**src/rtl/matrix_slot_pkg.sv**
```systemverilog
// Shared types and constants for the matrix slot writer.
// Latency: n/a (types, constants and a pure header-packing function).
// Backpressure: n/a.
// Optional feature macro: MATRIX_SLOT_WRITER_CHECKSUM_EN adds a checksum word per slot.
package matrix_slot_pkg;

  typedef enum logic [3:0] {
    S_IDLE,
    S_INVAL,
    S_NAME0,
    S_NAME1,
    S_DATA,
    S_CKSUM,
    S_HEADER,
    S_DONE,
    S_ERROR
  } writer_state_t;

  // Word offsets inside a slot.
  localparam int HDR_OFFSET  = 0;
  localparam int NAME_OFFSET = 1;
  localparam int DATA_OFFSET = 3;

  // Header field positions.
  localparam int HDR_ID_LSB    = 24;
  localparam int HDR_ROWS_LSB  = 16;
  localparam int HDR_COLS_LSB  = 8;
  localparam int HDR_VALID_BIT = 0;

  // The checksum occupies the last word of the slot, taking one word of data capacity.
`ifdef MATRIX_SLOT_WRITER_CHECKSUM_EN
  localparam int CKSUM_WORDS = 1;
`else
  localparam int CKSUM_WORDS = 0;
`endif

  function automatic logic [31:0] pack_header(input logic [7:0] id,
                                               input logic [7:0] rows,
                                               input logic [7:0] cols,
                                               input logic       valid);
    logic [31:0] hdr;
    hdr                       = '0;
    hdr[HDR_ID_LSB +: 8]      = id;
    hdr[HDR_ROWS_LSB +: 8]    = rows;
    hdr[HDR_COLS_LSB +: 8]    = cols;
    hdr[HDR_VALID_BIT]        = valid;
    return hdr;
  endfunction

endpackage

```
**src/rtl/matrix_slot_addr_calc.sv**
```systemverilog
// Slot base address, element total and capacity check for an incoming request.
// Latency: ok_o is combinational on the request fields; base_o/total_o register on load_i.
// Backpressure: none; load_i is the accept strobe from the writer FSM.
// Ports: clk/rst; load_i, id_i, rows_i, cols_i (request); ok_o, base_o, total_o.
module matrix_slot_addr_calc
  import matrix_slot_pkg::*;
#(
  parameter int BLOCK_SIZE = 1152,
  parameter int ADDR_WIDTH = 14,
  parameter int NUM_SLOTS  = 8
) (
  input  logic                  clk,
  input  logic                  rst,
  input  logic                  load_i,
  input  logic [2:0]            id_i,
  input  logic [7:0]            rows_i,
  input  logic [7:0]            cols_i,
  output logic                  ok_o,
  output logic [ADDR_WIDTH-1:0] base_o,
  output logic [15:0]           total_o
);

  localparam int CAPACITY = BLOCK_SIZE - DATA_OFFSET - CKSUM_WORDS;

  logic [15:0]           total_d, total_q;
  logic [ADDR_WIDTH-1:0] base_d, base_q;

  assign total_d = 16'(rows_i) * 16'(cols_i);
  assign base_d  = ADDR_WIDTH'(id_i) * ADDR_WIDTH'(BLOCK_SIZE);

  // Passing this check guarantees base + offset never leaves the slot or wraps.
  assign ok_o = (rows_i != 8'd0) && (cols_i != 8'd0) &&
                (int'(id_i) < NUM_SLOTS) && (int'(total_d) <= CAPACITY);

  always_ff @(posedge clk or posedge rst) begin
    if (rst) begin
      base_q  <= '0;
      total_q <= '0;
    end else if (load_i) begin
      base_q  <= base_d;
      total_q <= total_d;
    end
  end

  assign base_o  = base_q;
  assign total_o = total_q;

endmodule

```
**src/rtl/matrix_slot_writer.sv**
```systemverilog
// Commits a result matrix into one BRAM slot: invalid header, name, data, [checksum], valid header.
// Latency: accept cycle + 3 + N + 1 + 1 cycles; each state's BRAM write appears on the registered port one cycle later.
// Backpressure: write_ready high only in DATA; elements offered while it is low are dropped.
// Ports: clk, rst; write_request/_matrix_id/_rows/_cols/_name (request), write_data/_data_valid (elements);
//        writer_ready, write_ready, write_done, write_error (status); bram_wr_en/_addr/_data (BRAM port).
// Optional feature macro: MATRIX_SLOT_WRITER_CHECKSUM_EN (XOR of data words in the slot's last word).
module matrix_slot_writer
  import matrix_slot_pkg::*;
#(
  parameter int BLOCK_SIZE = 1152,
  parameter int DATA_WIDTH = 32,
  parameter int ADDR_WIDTH = 14,
  parameter int NUM_SLOTS  = 8
) (
  input  logic                  clk,
  input  logic                  rst,
  input  logic                  write_request,
  input  logic [2:0]            write_matrix_id,
  input  logic [7:0]            write_rows,
  input  logic [7:0]            write_cols,
  input  logic [0:7][7:0]       write_name,
  input  logic [DATA_WIDTH-1:0] write_data,
  input  logic                  write_data_valid,
  output logic                  writer_ready,
  output logic                  write_ready,
  output logic                  write_done,
  output logic                  write_error,
  output logic                  bram_wr_en,
  output logic [ADDR_WIDTH-1:0] bram_wr_addr,
  output logic [DATA_WIDTH-1:0] bram_wr_data
);

  writer_state_t         state_q;
  logic                  writer_ready_q, write_ready_q, write_done_q, write_error_q;
  logic                  bram_wr_en_q;
  logic [ADDR_WIDTH-1:0] bram_wr_addr_q;
  logic [DATA_WIDTH-1:0] bram_wr_data_q;
  logic [2:0]            id_q;
  logic [7:0]            rows_q, cols_q;
  logic [0:7][7:0]       name_q;
  logic [15:0]           cnt_q;
`ifdef MATRIX_SLOT_WRITER_CHECKSUM_EN
  logic [DATA_WIDTH-1:0] cksum_q;
`endif

  logic                  req_accept;
  logic                  req_ok;
  logic [ADDR_WIDTH-1:0] base;
  logic [15:0]           total;
  logic [ADDR_WIDTH-1:0] data_addr;
  logic                  last_elem;
  logic [DATA_WIDTH-1:0] hdr_inval, hdr_valid;

  assign req_accept = (state_q == S_IDLE) && writer_ready_q && write_request;

  matrix_slot_addr_calc #(
    .BLOCK_SIZE (BLOCK_SIZE),
    .ADDR_WIDTH (ADDR_WIDTH),
    .NUM_SLOTS  (NUM_SLOTS)
  ) u_addr_calc (
    .clk     (clk),
    .rst     (rst),
    .load_i  (req_accept),
    .id_i    (write_matrix_id),
    .rows_i  (write_rows),
    .cols_i  (write_cols),
    .ok_o    (req_ok),
    .base_o  (base),
    .total_o (total)
  );

  assign data_addr = base + ADDR_WIDTH'(DATA_OFFSET) + ADDR_WIDTH'(cnt_q);
  assign last_elem = (cnt_q == total - 16'd1);
  assign hdr_inval = DATA_WIDTH'(pack_header({5'b0, id_q}, rows_q, cols_q, 1'b0));
  assign hdr_valid = DATA_WIDTH'(pack_header({5'b0, id_q}, rows_q, cols_q, 1'b1));

  always_ff @(posedge clk or posedge rst) begin
    if (rst) begin
      state_q        <= S_IDLE;
      writer_ready_q <= 1'b1;
      write_ready_q  <= 1'b0;
      write_done_q   <= 1'b0;
      write_error_q  <= 1'b0;
      bram_wr_en_q   <= 1'b0;
      bram_wr_addr_q <= '0;
      bram_wr_data_q <= '0;
      id_q           <= '0;
      rows_q         <= '0;
      cols_q         <= '0;
      name_q         <= '0;
      cnt_q          <= '0;
`ifdef MATRIX_SLOT_WRITER_CHECKSUM_EN
      cksum_q        <= '0;
`endif
    end else begin
      // Strobes default low; each state below raises what it needs for one cycle.
      bram_wr_en_q  <= 1'b0;
      write_done_q  <= 1'b0;
      write_error_q <= 1'b0;
      case (state_q)
        S_IDLE: begin
          if (req_accept) begin
            id_q           <= write_matrix_id;
            rows_q         <= write_rows;
            cols_q         <= write_cols;
            name_q         <= write_name;
            cnt_q          <= '0;
`ifdef MATRIX_SLOT_WRITER_CHECKSUM_EN
            cksum_q        <= '0;
`endif
            writer_ready_q <= 1'b0;
            if (req_ok) begin
              state_q <= S_INVAL;
            end else begin
              write_error_q <= 1'b1;
              state_q       <= S_ERROR;
            end
          end
        end
        S_ERROR: begin
          writer_ready_q <= 1'b1;
          state_q        <= S_IDLE;
        end
        S_INVAL: begin
          // Invalidate first so a reader never trusts a half-written slot.
          bram_wr_en_q   <= 1'b1;
          bram_wr_addr_q <= base + ADDR_WIDTH'(HDR_OFFSET);
          bram_wr_data_q <= hdr_inval;
          state_q        <= S_NAME0;
        end
        S_NAME0: begin
          bram_wr_en_q   <= 1'b1;
          bram_wr_addr_q <= base + ADDR_WIDTH'(NAME_OFFSET);
          bram_wr_data_q <= DATA_WIDTH'({name_q[0], name_q[1], name_q[2], name_q[3]});
          state_q        <= S_NAME1;
        end
        S_NAME1: begin
          bram_wr_en_q   <= 1'b1;
          bram_wr_addr_q <= base + ADDR_WIDTH'(NAME_OFFSET + 1);
          bram_wr_data_q <= DATA_WIDTH'({name_q[4], name_q[5], name_q[6], name_q[7]});
          write_ready_q  <= 1'b1;
          state_q        <= S_DATA;
        end
        S_DATA: begin
          if (write_data_valid) begin
            bram_wr_en_q   <= 1'b1;
            bram_wr_addr_q <= data_addr;
            bram_wr_data_q <= write_data;
            cnt_q          <= cnt_q + 16'd1;
`ifdef MATRIX_SLOT_WRITER_CHECKSUM_EN
            cksum_q        <= cksum_q ^ write_data;
`endif
            if (last_elem) begin
              write_ready_q <= 1'b0;
`ifdef MATRIX_SLOT_WRITER_CHECKSUM_EN
              state_q       <= S_CKSUM;
`else
              state_q       <= S_HEADER;
`endif
            end
          end
        end
`ifdef MATRIX_SLOT_WRITER_CHECKSUM_EN
        S_CKSUM: begin
          bram_wr_en_q   <= 1'b1;
          bram_wr_addr_q <= base + ADDR_WIDTH'(BLOCK_SIZE - 1);
          bram_wr_data_q <= cksum_q;
          state_q        <= S_HEADER;
        end
`endif
        S_HEADER: begin
          bram_wr_en_q   <= 1'b1;
          bram_wr_addr_q <= base + ADDR_WIDTH'(HDR_OFFSET);
          bram_wr_data_q <= hdr_valid;
          write_done_q   <= 1'b1;
          state_q        <= S_DONE;
        end
        S_DONE: begin
          writer_ready_q <= 1'b1;
          state_q        <= S_IDLE;
        end
        default: begin
          writer_ready_q <= 1'b1;
          write_ready_q  <= 1'b0;
          state_q        <= S_IDLE;
        end
      endcase
    end
  end

  assign writer_ready = writer_ready_q;
  assign write_ready  = write_ready_q;
  assign write_done   = write_done_q;
  assign write_error  = write_error_q;
  assign bram_wr_en   = bram_wr_en_q;
  assign bram_wr_addr = bram_wr_addr_q;
  assign bram_wr_data = bram_wr_data_q;

endmodule
```
**config.mk**
```make
export PLATFORM = sky130hd
export DESIGN_NAME = matrix_slot_writer
export DESIGN_NICKNAME = d
export VERILOG_FILES = /design/src/rtl/matrix_slot_pkg.sv /design/src/rtl/matrix_slot_addr_calc.sv /design/src/rtl/matrix_slot_writer.sv
export SDC_FILE = /design/constraint.sdc
export NUM_CORES = 1
export LEC_CHECK = 0
export ABC_AREA = 1
export BUFFER_PORTS_ARGS = -buffer_cell sky130_fd_sc_hd__buf_4
export CAP_MARGIN = 20
export CORE_MARGIN = 1
export CORE_UTILIZATION = 64
export CTS_BUF_LIST = sky130_fd_sc_hd__clkbuf_8
export DETAILED_ROUTE_END_ITERATION = 12
export PLACE_DENSITY = 0.92
export SLEW_MARGIN = 5
export SYNTH_ARGS = -nofsm -noshare
export SYNTH_HDL_FRONTEND = slang
export SYNTH_SLANG_ARGS = --single-unit
```
**constraint.sdc**
```tcl
create_clock -name clk -period 11.86 [get_ports clk]
set_input_delay 1.779 -clock clk [delete_from_list [all_inputs] [get_ports clk]]
set_output_delay 1.779 -clock clk [all_outputs]
set_load 0.03 [all_outputs]
```
==> impl_metrics.tcl, run 1 <==
set metrics [dict create \
    synthCells 1462 \
    antenna_left 0 \
    crit_path_max_incr_delay_ps 540 \
    fin_crit_sh_pct 45.30 \
    leakage_nw 7.072 \
    hold_depth 2 \
    clock-root-buffer "clkbuf_8" \
    maxCapViolCount 0 \
    min_period_ps 5372 \
    cp_slowest_cell "fa_1" \
    die_w_um 132.6 \
    power.internal_w 0.001479 \
    tritoncts.num_buffers 17 \
    r2r_slack_ps 9290 \
    grt_pass1_vias 9860 \
    coreArea_um2 16640 \
    dp.cells 1796 \
    worst_slack_ps 6488 \
    fin_skew_ps 19.02 \
    place_ws_ps 6008 \
    stdcell_count 1830 \
    wire_per_inst_um 15.78 \
    port_buffers 169 \
    worstPathArrival_ps 5780 \
    hp-class "reg2reg" \
    path_common_cell "nand2_1" \
    crit_buf_inv 5 \
    fin_tns_setup_ps 0 \
    fp.dieH_um 132.6 \
    finalMaxSlewViolations 0 \
    clockPowerShare_pct 15.4 \
    clk_latency_ps 480 \
    dieArea_um2 17580 \
    crit_path_end "state_q[0]" \
    synth_nets 1662 \
    grt_overflow 0 \
    switching_share_pct 46.45 \
    nets 1797 \
    clock-sinks 173 \
    worst_pin_slew_ps 774.6 \
    via_count 10230 \
    gp_congestion 0.8793 \
    syn_avg_cell_area_um2 7.464 \
    drc_errors 0 \
    ys.warnings.count 0 \
    dr.pass1.iters 5 \
    max_freq_mhz 186.1 \
    rsz0062_at_grt "no" \
    critPathRequiredTime_ps 12260 \
    crit_cells 21 \
    crit_path_start_kind "input pin" \
    syn_area_um2 10910 \
    syn_to_final_growth_pct 16.75 \
    peakVddDrop_uv 146.1 \
    reg2reg_from "state_q[2]" \
    yosysUniqueCellTypes 46 \
    htree_levels 4 \
    reg2reg_to "rows_q[0]" \
    power.share.sequential_pct 35.4 \
    num_rows 47 \
    ys_seq_area_share_pct 39.69 \
    critPathMaxFanout 9 \
    clk_pin_slew_ps 90 \
    drt_iter0_markers 1104 \
    antenna_found_initial 0 \
    wl_mm 28.89 \
    crit_chain "buf_4 > nand2_1 > inv_1 > fa_1 > fa_1 > fa_1 > inv_1 > fa_1 > inv_1 > ha_1 > nand2_1 > inv_1 > a21oi_1 > nand2_1 > nand2_1 > nand2_1 > nand2_1 > nand2_1 > nor2_1 > nand4_1 > a21oi_2" \
    combPwrFrac_pct 49.2 \
    grt_start_max_net_pins 117 \
    post_cts_buffers 0 \
    hold_viol_final 0 \
    diodes 0 \
    ctsResizeCount 0 \
    drive_gt1_share_pct 15.28 \
    cpLargestDelayFamily "adder cells" \
    start_util_pct 65.57 \
    p_per_area_nw_per_um2 216.7 \
    grt_usage_pct 33.66 \
    cp-startpoint "write_cols[7]" \
    clockBufferDepth 2 \
    fillCellCount 1187 \
    top_level_ports 170 \
    end_kind "flop" \
    setup_viol 0 \
    status "complete, no violations" \
    cts_hold_buf 0 \
    cts_tree "done" \
    whs_ps 482.4 \
    relSlewSlack_pct 48.36 \
    hpwl_mm 20.13 \
    crit_type "in2reg" \
    viasPerCell 5.590 \
    synth_seq_cells 173 \
    grt_first_pass_wirelength_mm 47.05 \
    p_sw_w 0.001282 \
    r2r_cells 8 \
]
metrics by stage:
stage	util, %	instance area (um^2)	power (W)
4_1_cts	76.22	12680	0.002737
2_1_floorplan	-	10910	0.001922
5_1_grt	76.55	12740	0.002969
3_5_place_dp	73.77	12280	0.002297
6_report	76.55	12740	0.002761
3_3_place_gp	73.60	12250	0.002238
power groups by stage:
| stage | Sequential (W) | Combinational [W] | Clock, W |
|---|---|---|---|
| after floorplan | 0.00107 | 0.000854 | 0 |
| after global routing | 0.000999 | 0.00152 | 0.000449 |
| after global placement | 0.000967 | 0.00127 | 0 |
| after CTS | 0.000971 | 0.00134 | 0.000426 |
| after detailed placement | 0.000978 | 0.00132 | 0 |
| final | 0.000978 | 0.00136 | 0.000424 |
flip-flops by register name, indices dropped and copies added (netlist names):
| signal | flops |
|---|---|
| bram_wr_addr | 14 |
| bram_wr_data | 32 |
| bram_wr_en | 1 |
| cnt_q | 16 |
| cols_q | 8 |
| id_q | 3 |
| name_q | 64 |
| rows_q | 8 |
| state_q | 4 |
| u_addr_calc.base_o | 3 |
| u_addr_calc.total_o | 16 |
| write_done | 1 |
| write_error | 1 |
| write_ready | 1 |
| writer_ready | 1 |
worst min-delay path, stage by stage, from the launching register on:
cell	delay (ps)
dfrtp_1	350
nand2_1	50
nand2_1	50
synth_stat cells (all sizes together):
library cell	instances	area (um^2)
or2	9	56.30
a21o	1	7.510
o21bai	4	30.03
nand4	11	75.07
inv	202	758.2
a311oi	1	8.760
nand2	560	2110
o21ai	56	280.3
o21ba	1	10.01
o31ai	3	22.52
nand3	46	235.2
a211oi	2	15.01
xor2	9	78.83
o22ai	6	37.54
clkbuf	35	132.6
buf	27	131.4
dfstp	1	26.28
a41oi	1	8.760
o211ai	1	7.510
ha	45	563.0
dfrtp	172	4304
nand2b	14	87.58
a21oi	52	267.8
xnor2	10	87.58
nand3b	7	52.55
nor3	11	71.32
o221ai	1	8.760
a31oi	23	143.9
fa	36	720.7
a22o	19	166.4
nor2	93	384.1
o2111ai	1	8.760
a21boi	1	7.510
and2	1	6.260
metal layers:
metal	global-route usage [%]	share of wire (%)
met5	0	0
met2	57.43	49
met4	14.37	4.3
met3	5.517	6.5
met1	42.54	40
area by class of cell:
class	count	area (um^2)	area share (%)
Multi-Input combinational cell	1025	5567	43.69
Sequential cell	173	4330	33.99
Timing Repair Buffer	178	1396	10.96
Inverter	202	763.2	5.991
Tap cell	220	275.3	2.161
Clock buffer	17	234.0	1.837
Clock inverter	15	173.9	1.365
cells by family (layout without fill, tap and decap cells):
kind of cell,count (synthesis),after routing,share of synthesized area [%]
buffers and inverters,264,412,9.368
AO/OA/AOI/OAI,173,173,9.449
flip-flops,173,173,39.69
adder cells (fa/ha/maj),81,81,11.76
XOR/XNOR,19,19,1.525
AND/OR/NAND/NOR,752,752,28.21
cells in the final DEF (no fill, tap or decap), drive strengths merged, types with 2 or more instances in the layout:
master,synthesis,final
a211oi,2,2
a21oi,52,52
a22o,19,19
a31oi,23,23
buf,27,178
clkbuf,35,17
clkinv,0,5
dfrtp,172,172
fa,36,36
ha,45,45
inv,202,210
nand2,560,560
nand2b,14,14
nand3,46,46
nand3b,7,7
nand4,11,11
nor2,93,93
nor3,11,11
o21ai,56,56
o21bai,4,4
o22ai,6,6
o31ai,3,3
or2,9,9
xnor2,10,10
xor2,9,9
worst min path at each step:
| stage | startpoint | end | slack, ps |
|---|---|---|---|
| after floorplan | name_q[13] | name_q[13] | 450 |
| after global placement | bram_wr_data[30] | bram_wr_data[30] | 460 |
| after detailed placement | bram_wr_data[2] | bram_wr_data[2] | 460 |
| after CTS | bram_wr_data[31] | bram_wr_data[31] | 480 |
| after global routing | writer_ready | writer_ready | 510 |
| final | bram_wr_data[31] | bram_wr_data[31] | 480 |
No activity file was read; power rests on OpenSTA's default activity.
==> run 2: changes to the inputs <==
- CORE_UTILIZATION: 64 -> 54
- PLACE_DENSITY: 0.92 -> 0.83
- clock period: 11.86 -> 4.5 ns (I/O delays scaled with it)
==> run 2 against run 1 <==
Sequential cell count unchanged. Clock skew increased by 4.0 ps. Utilization decreased by 10 points. Non-clock buffer count increased by 37. Power increased to 2.7 times the previous value. Wire length decreased by 3.6%. Via count decreased by 3.2%. Largest power group unchanged.
==> impl_metrics.tcl, run 2 (synthesized netlist as in run 1, its figures left out) <==
set metrics [dict create \
    hpwl_mm 20.94 \
    drive_gt1_share_pct 17.50 \
    finalMaxSlewViolations 0 \
    grt_first_pass_wirelength_mm 45.06 \
    min_period_ps 4246 \
    viasPerCell 5.183 \
    diodes 0 \
    p_sw_w 0.003373 \
    antenna_found_initial 0 \
    peakVddDrop_uv 280.0 \
    gp_congestion 0.8841 \
    crit_type "in2reg" \
    place_ws_ps -292.1 \
    fp.dieH_um 144.2 \
    crit_path_start_kind "input pin" \
    switching_share_pct 45.80 \
    dieArea_um2 20780 \
    start_util_pct 55.52 \
    clock-root-buffer "clkbuf_8" \
    utilization_pct 66.27 \
    clockBufferDepth 2 \
    leakage_nw 7.207 \
    stdcell_count 1911 \
    critPathMaxFanout 7 \
    dr.pass1.iters 5 \
    power.share.sequential_pct 34.7 \
    cp-startpoint "write_cols[7]" \
    num_rows 51 \
    cts_hold_buf 0 \
    fin_skew_ps 23.06 \
    htree_levels 4 \
    clk_latency_ps 480 \
    ctsResizeCount 0 \
    worst_pin_slew_ps 935.1 \
    post_cts_buffers 0 \
    die_w_um 144.2 \
    via_count 9904 \
    whs_ps 377.7 \
    clockPowerShare_pct 14.5 \
    hold_viol_final 0 \
    tritoncts.num_buffers 17 \
    fin_crit_sh_pct 94.36 \
    dp.cells 1880 \
    r2r_cells 9 \
    clock-sinks 173 \
    grt_pass1_vias 9539 \
    nets 1834 \
    top_level_ports 170 \
    wl_mm 27.84 \
    drt_iter0_markers 609 \
    hp-class "in2async" \
    critPathRequiredTime_ps 4900 \
    final_cell_area_um2 13030 \
    setup_viol 0 \
    grt_start_max_net_pins 93 \
    grt_usage_pct 27.79 \
    combPwrFrac_pct 50.9 \
    worst_slack_ps 253.8 \
    reg2reg_from "state_q[3]" \
    status "complete, no violations" \
    cts_tree "done" \
    rsz0062_at_grt "no" \
    end_kind "flop" \
    p_per_area_nw_per_um2 565.4 \
    wire_per_inst_um 14.57 \
    drc_errors 0 \
    final_cell_mix "nand2_1 (556), buf_4 (214), inv_1 (195)" \
    grt_overflow 0 \
    dpl_cell_area_um2 12620 \
    antenna_left 0 \
    clk_pin_slew_ps 100 \
    power.internal_w 0.003991 \
    syn_to_final_growth_pct 19.37 \
    largest_reg_flops 64 \
    worstPathArrival_ps 4640 \
    coreArea_um2 19650 \
    max_freq_mhz 235.5 \
    final_common_cell "nand2_1" \
    relSlewSlack_pct 37.59 \
    maxCapViolCount 0 \
    max_flop_register "name_q" \
    port_buffers 169 \
]
run 2: cell count changes in the layout (fill, tap and decap cells not counted), moves of 2 or more:
cell / previous run / this run
ha_1: 45 / 43
inv_8: 5 / 3
clkinvlp_4: 1 / 3
buf_4: 175 / 214
buf_16: 3 / 0
run 2: layout make-up:
cell class	count	area, um^2
clock inverters	14	150.1
repair buffers	215	1627
inverters	202	762.0
multi-input cells	1025	5590
well taps	265	331.6
flip-flops and latches	173	4330
clock buffers	17	234.0
fillers	1668	6629
run 2: power by group through the flow:
stage | clock network, W | logic [W] | registers (W)
final | 0.00106 | 0.00375 | 0.00255
after CTS | 0.00107 | 0.00371 | 0.00255
after global placement | 0 | 0.00358 | 0.00255
after global routing | 0.00115 | 0.00422 | 0.00263
after floorplan | 0 | 0.00225 | 0.00282
after detailed placement | 0 | 0.00368 | 0.00258
run 2: critical path, cell delays in order:
cell     delay [ps]
buf_4            90
buf_4           140
nand2_1          80
fa_1            430
inv_1            90
fa_1            450
fa_1            540
inv_1            60
fa_1            520
inv_1            50
ha_1            340
nand2_1          80
nand2_1          80
inv_1           100
nand2_1          60
nand2_1         100
nand3_1          80
nand2_1          60
nand2_1         100
nor2_1          200
nand4_1         160
a21oi_2         140
run 2: per-stage QoR:
stage / setup TNS, ps / power, W
6_report: 0 / 0.007364
5_1_grt: 0 / 0.007994
4_1_cts: 0 / 0.007329
3_5_place_dp: -739.9 / 0.006258
3_3_place_gp: -311.6 / 0.006127
2_1_floorplan: 0 / 0.005067
run 2: routing by layer:
metal	vias to the layer above	global-route usage [%]	routed length [um]
met3	69	3.974	1252
met2	292	46.00	13450
met5	-	0	0
met4	0	12.47	1087
met1	4657	36.28	12050
li1	4886	-	-
run 2: path summary, 6_finish.rpt:
| check | to | slack, ps |
|---|---|---|
| max in group asynchronous | id_q[0] | 3020 |
| worst max-delay path | state_q[0] | 250 |
| worst min register to register | bram_wr_data[7] | 480 |
| min in group clk | name_q[27] | 380 |
| worst min-delay path | bram_wr_data[30] | 380 |
| worst max register to register | bram_wr_addr[1] | 1290 |
